File: src/rtl/press_decoder.sv
// press_decoder: classifies debounced button activity into short, double and long presses with auto-repeat
module press_decoder #(
    parameter int CNT_W       = 26,
    parameter int LONG_TIME   = 50_000_000,
    parameter int DOUBLE_GAP  = 15_000_000,
    parameter int REPEAT_TIME = 10_000_000
) (
    input  logic clk,
    input  logic rst,
    input  logic btn_level,
    input  logic btn_rise,
    output logic short_press,
    output logic double_press,
    output logic long_press,
    output logic repeat_tick,
    output logic holding
);
    typedef enum logic [2:0] {IDLE, PRESSED1, WAIT_GAP, PRESSED2, LONG_HELD} state_t;
    localparam logic [CNT_W-1:0] LONG_LAST   = CNT_W'(LONG_TIME - 1);
    localparam logic [CNT_W-1:0] GAP_LAST    = CNT_W'(DOUBLE_GAP - 1);
    localparam logic [CNT_W-1:0] REPEAT_LAST = CNT_W'(REPEAT_TIME - 1);
    state_t state, state_nx;
    logic [CNT_W-1:0] cnt, cnt_nx;
    logic short_nx, double_nx, long_nx, repeat_nx, holding_nx;
    // State, counter and all outputs are registered so no output sees inputs combinationally
    always_ff @(posedge clk) begin
        if (rst) begin
            state        <= IDLE;
            cnt          <= '0;
            short_press  <= 1'b0;
            double_press <= 1'b0;
            long_press   <= 1'b0;
            repeat_tick  <= 1'b0;
            holding      <= 1'b0;
        end else begin
            state        <= state_nx;
            cnt          <= cnt_nx;
            short_press  <= short_nx;
            double_press <= double_nx;
            long_press   <= long_nx;
            repeat_tick  <= repeat_nx;
            holding      <= holding_nx;
        end
    end
    // Next state: release beats timeout while pressed; a new rise beats the gap timeout
    always_comb begin
        state_nx = state;
        case (state)
            IDLE:      if (btn_rise) state_nx = PRESSED1;
            PRESSED1:  state_nx = !btn_level ? WAIT_GAP : (cnt == LONG_LAST) ? LONG_HELD : PRESSED1;
            WAIT_GAP:  state_nx = btn_rise ? PRESSED2 : (cnt == GAP_LAST) ? IDLE : WAIT_GAP;
            PRESSED2:  state_nx = !btn_level ? IDLE : (cnt == LONG_LAST) ? LONG_HELD : PRESSED2;
            LONG_HELD: if (!btn_level) state_nx = IDLE;
            default:   state_nx = IDLE;
        endcase
    end
    // Pulse and counter next values; the counter restarts on every state entry and on each repeat tick
    always_comb begin
        short_nx   = state == WAIT_GAP && !btn_rise && cnt == GAP_LAST;
        long_nx    = state == PRESSED1 && btn_level && cnt == LONG_LAST;
        double_nx  = state == PRESSED2 && (!btn_level || cnt == LONG_LAST);
        repeat_nx  = state == LONG_HELD && btn_level && cnt == REPEAT_LAST;
        holding_nx = state_nx == LONG_HELD;
        cnt_nx     = (state_nx != state || state == IDLE || repeat_nx) ? '0 : cnt + 1'b1;
    end
endmodule

File: config.mk
export PLATFORM = sky130hd
export DESIGN_NAME = press_decoder
export DESIGN_NICKNAME = d
export VERILOG_FILES = /design/src/rtl/press_decoder.sv
export SDC_FILE = /design/constraint.sdc
export NUM_CORES = 1
export LEC_CHECK = 0
export CORE_ASPECT_RATIO = 1.2
export CORE_MARGIN = 1
export CORE_UTILIZATION = 40
export CTS_CLUSTER_SIZE = 40
export DETAILED_ROUTE_END_ITERATION = 10
export GPL_TIMING_DRIVEN = 0
export PLACE_DENSITY = 0.53
export SLEW_MARGIN = 20
export SYNTH_ARGS = -nofsm -noshare
export SYNTH_HDL_FRONTEND = slang
export SYNTH_SLANG_ARGS = --single-unit
File: constraint.sdc
create_clock -name clk -period 2.42 [get_ports clk]
set_clock_uncertainty 0.1 [all_clocks]
set_input_delay 0.726 -clock clk [delete_from_list [all_inputs] [get_ports clk]]
set_output_delay 0.726 -clock clk [all_outputs]
set_load 0.05 [all_outputs]
# Word level (Yosys, flattened, before mapping)
# Index checks and enable logic that the tools add are counted.
word_totals:
  ff_bits: 34
  latchBits: 0
  ramBits: 0
  rom_bits: 0
  output_inout_bits: 5
  elab_cells: 40
  memories: 0
classes:
  add_sub_neg: 1
  mul: 0
  div: 0
  order_cmp: 0
  n_eq_ne: 9
  n_shift: 0
  n_mux: 9
  bitwise: 0
  n_reduce_logical: 14
op_table:
  columns: ["operator", "n"]
  rows:
  - ["equality test 26 x 24 -> 1 bit, second input constant", 2]
  - ["adder 26 x 1 -> 26 bit, second input constant", 1]
  - ["equality test 26 bit, second input constant", 1]
  - ["two-way mux 3 bit", 6]
  - ["case mux 3 bit (5 select lines)", 1]
  - ["logical AND 1 bit", 7]
  - ["equality test 3 x 2 -> 1 bit, second input constant", 2]
  - ["equality test 3 bit, second input constant", 2]
  - ["two-way mux 2 bit", 2]
  - ["equality test 3 x 1 -> 1 bit, second input constant", 1]
  - ["zero test 3 bit", 1]
  - ["logical OR 1 bit", 3]
  - ["!= test 3 bit", 1]
  - ["zero test 1 bit", 2]
  - ["OR reduction 2 bit", 1]

# Depth between registers and ports, before layout
logic_depth:
  word_depth: 8
  ltp_mapped: 7
  depth_no_buf: 6

# Least setup slack after synthesis
# No wires, ideal clock.
synth_path:
  kind: "input to register"
  start: "input btn_rise"
  end: "register cnt[14]"
  setup_time_ns: 0.064
  arrival_time_ns: 2.100
  t_required_ns: 2.256
  path_slack_ns: 0.157
  cell_stages: 6
  n_path_buf: 1
  cell_sequence: "or4b_1 a31o_2 a31o_4 nand3b_4 buf_8 nor2_4"
synth_between:
  elab_chain_cells: 6
  word_cells_on_any_way: 7
synth_rtl:
  columns: ["item", "line", "source"]
  rows:
  - ["start, declared", "11", "input logic btn_rise,"]
  - ["two-way mux 2 bit / two-way mux 3 bit (equally long branches)", "51, 49", null]
  - ["case mux 3 bit (5 select lines) *", "48", "case (state)"]
  - ["!= test 3 bit *", "64", "cnt_nx = (state_nx != state || state == IDLE || repeat_nx) ? '0 : cnt + 1'b1;"]
  - ["logical OR 1 bit * (2 in series)", "64", null]
  - ["OR reduction 2 bit (no line) *", null, null]
  - ["end signal, assigned", "37", "cnt <= cnt_nx;"]
  - ["end, declared", "23", "logic [CNT_W-1:0] cnt, cnt_nx;"]
# Mark *: on every way between the ends. The rest lies on a longest branch, timed or not.
# A chain may end at the register's enable or synchronous reset.

# Worst setup path after layout
layout_path:
  start: "input btn_rise"
  end: "register cnt[5]"
# Same word-level chain as after synthesis.

==> flow_summary.yaml <==
outcome:
  status: "complete, no violations"
finish:
  regArea_um2: 681
  final_nets: 200
  multi_input_area_um2: 931
  syn_to_final_growth_pct: 17.4
  layout-drive-gt1-share_pct: 14.3
  antenna-diode-count: 0
  nFillCells: 397
logic_synthesis:
  synthXorXnorAreaFrac_pct: 12.9
  synth_warnings: 0
  synth_top_area_share_pct: 41.7
  syn-instance-count: 178
  synth_top_family_by_area: "simple AND/OR/NAND/NOR gates"
  synthSimpleGateAreaFrac_pct: 38.5
  synthArstFlopShare_pct: 0
  synth.avg_cell_area_um2: 9.17
  yosys_most_used_dff: "dfxtp_1"
  synth.area.top_cells: "dfxtp_1 (42%), xor2_1 (8.6%), nand3_1 (6.1%)"
  synth_seq_cells: 34
  synth_adder_area_share_pct: 0.766
  synth_cell_types: 33
  ys_top_cells_by_count: "dfxtp_1 (34), nor2_1 (26), nand3_1 (20)"
  yosysMostFrequentCell: "dfxtp_1"
  yosys.area.top_type: "dfxtp_1"
  synth_edf_count: 0
  synth_area_um2: 1630
  synth-seq-area-share_pct: 41.7
  synthMuxAreaShare_pct: 0
  synth_compound_area_share_pct: 3.45
  syn_nets: 183
worst_setup_path:
  max_stage_delay_ns: 0.49
  slowest_stage: "or4b_1"
  cp-start-kind: "primary input"
  crit_top_cell: "a31o_4"
  worstSetupPathDepth: 7
  cp_max_fo: 10
  cp_num_buf_inv: 2
  crit_chain: "dlygate4sd2_1, or4b_1, a31o_4, a31o_4, nand3b_4, buf_12, nor2_4"
  reg2reg_depth: 6
  cp_top_family: "simple AND/OR/NAND/NOR gates"
  worstSetupPathType: "in -> reg"
  end_kind: "register"
  cp.arrival_ns: 2.42
  crit_required_ns: 2.55
clocking:
  cts_tree: "yes"
  clkLatencyLatePin_ns: 0.29
  cts_max_level: 2
  path_clk_slew_ns: 0.07
  cts_buffers: 5
  cts-root-buf: "clkbuf_8"
  hold_buffers: 0
  cts.sinks: 34
  clk_path_buf_depth: 2
global_routing:
  grt_usage_pct: 18.0
  overflow: 0
  grt_max_degree: 11
  grt_pass1_wl_um: 5640
  antenna_found_initial: 0
  first_global_vias: 1224
sta:
  fmax_mhz: 437
  setup_viol: 0
  finalCritPeriodShare_pct: 94.5
  finalMaxSlewViolations: 0
  hold_violations: 0
  relSlewSlack_pct: 50.1
  tightestPinTransition_ns: 0.742
  finalCriticalPeriod_ns: 2.29
  holdWs_ns: 0.369
  rsz0062_at_grt: "false"
hold_path:
  min_path_cells: 1
  min_path_type: "reg -> reg"
floorplanning:
  dieArea_um2: 4340
  die_y_um: 72.0
  rows: 25
  core_um2: 3910
  die_w_um: 60.3
  io_pins: 9
  initial_core_util_pct: 41.8
detailed_routing:
  dr.pass1.iters: 4
  wl_um: 3420
  drt_iter0_markers: 73
  num_vias: 1312
  drc: 0
  route.met2.wl_um: 1610
  wl_per_cell_um: 13.7
  ant_nets: 0
  via_per_inst: 5.25
  dr.max_layer_used: "met4"
  wl_met3_um: 178
  met1_length_um: 1510
placement:
  dp_hpwl_um: 2540
  port_buffers: 8
  gp_congestion: 0.778
power:
  peakVddDrop_mv: 0.301
  power_leakage_nw: 0.605
  pwr_density_cell_nw_per_um2: 539
  power_w: 0.00103
job:
  max_cap_violations: 0
-- layout make-up --
class / count / share of cell area (%)
plain buffers: 3 / 1.83
clock buffers: 7 / 4.50
clock inverters: 1 / 0.261
inverters: 4 / 0.783
multi-input cells: 137 / 48.6
flip-flops and latches: 34 / 35.5
well taps: 54 / 3.52
repair buffers: 10 / 5.03
-- where the power goes --
| part | internal [W] | switching, W | leakage, nW |
|---|---|---|---|
| sequential | 0.000563 | 0.00000328 | 0.274 |
| clock | 0.000229 | 0.000193 | 0.0482 |
| combinational | 0.0000203 | 0.0000243 | 0.283 |
-- worst reg2reg max path: stages (launching register included) --
cell and delay (ns):
dfxtp_1 0.39, ha_1 0.20, nand3_1 0.30, nor4_4 0.40, nand4b_1 0.25, nand3b_1 0.36
nor2_1 0.10
-- cells in the final DEF (no fill, tap or decap), types with 2 or more instances in the layout --
master,instances
dfxtp_1,34
nor2_1,26
nand3_1,20
xor2_1,16
nand2_1,9
nand4_1,8
xnor2_1,8
nor2_4,7
a21oi_1,6
clkbuf_8,6
clkdlybuf4s50_1,6
nor4_1,5
inv_1,4
nand4b_1,3
nor2_2,3
clkbuf_1,2
or3b_1,2
nor4_2,2
or3_1,2
nand3b_1,2
or4b_1,2
a31o_4,2
nor3_1,2
and2_1,2
and3_1,2
buf_4,2
-- per-stage QoR --
step | area [um^2] | cells | setup WS, ns | TNS, ns | utilization, %
after floorplan | 1630 | 178 | 0.157 | 0 | -
after global placement | 1780 | 240 | -0.459 | -7.15 | 45.5
after detailed placement | 1780 | 240 | -0.455 | -7.17 | 45.5
after CTS | 1900 | 250 | 0.0364 | 0 | 48.6
after global routing | 1920 | 250 | 0.0282 | 0 | 49.0
final | 1920 | 250 | 0.132 | 0 | 49.0
-- kinds of logic after synthesis --
logic type,after synthesis
compound gates,8
fa+ha+maj,1
flops,34
buf+inv,7
xor+xnor,24
simple gates,104
-- sequential cells by signal (all words and copies together) (netlist names) --
name          cells
state             3
short_press       1
double_press      1
holding           1
long_press        1
repeat_tick       1
cnt              26
-- worst paths after layout --
check / startpoint / endpoint / slack, ns
max: btn_rise / cnt[5]$_SDFF_PP0_ / 0.13
min: cnt[0]$_SDFF_PP0_ / cnt[0]$_SDFF_PP0_ / 0.37
max reg2reg: cnt[0]$_SDFF_PP0_ / cnt[20]$_SDFF_PP0_ / 0.20
min reg2reg: cnt[0]$_SDFF_PP0_ / cnt[0]$_SDFF_PP0_ / 0.37
-- what timing repair did --
action	CTS	global route
pin swaps	1	1
endpoints found under the setup margin	17	10
setup buffers	2	0
resized for setup	3	3
-- layer usage --
metal / vias to the layer above / track usage (%)
li1: 657 / -
met1: 615 / 21.5
met2: 29 / 28.0
met3: 11 / 5.35
met4: 0 / 11.1
met5: - / 0
(Power assumes the default switching activity.)
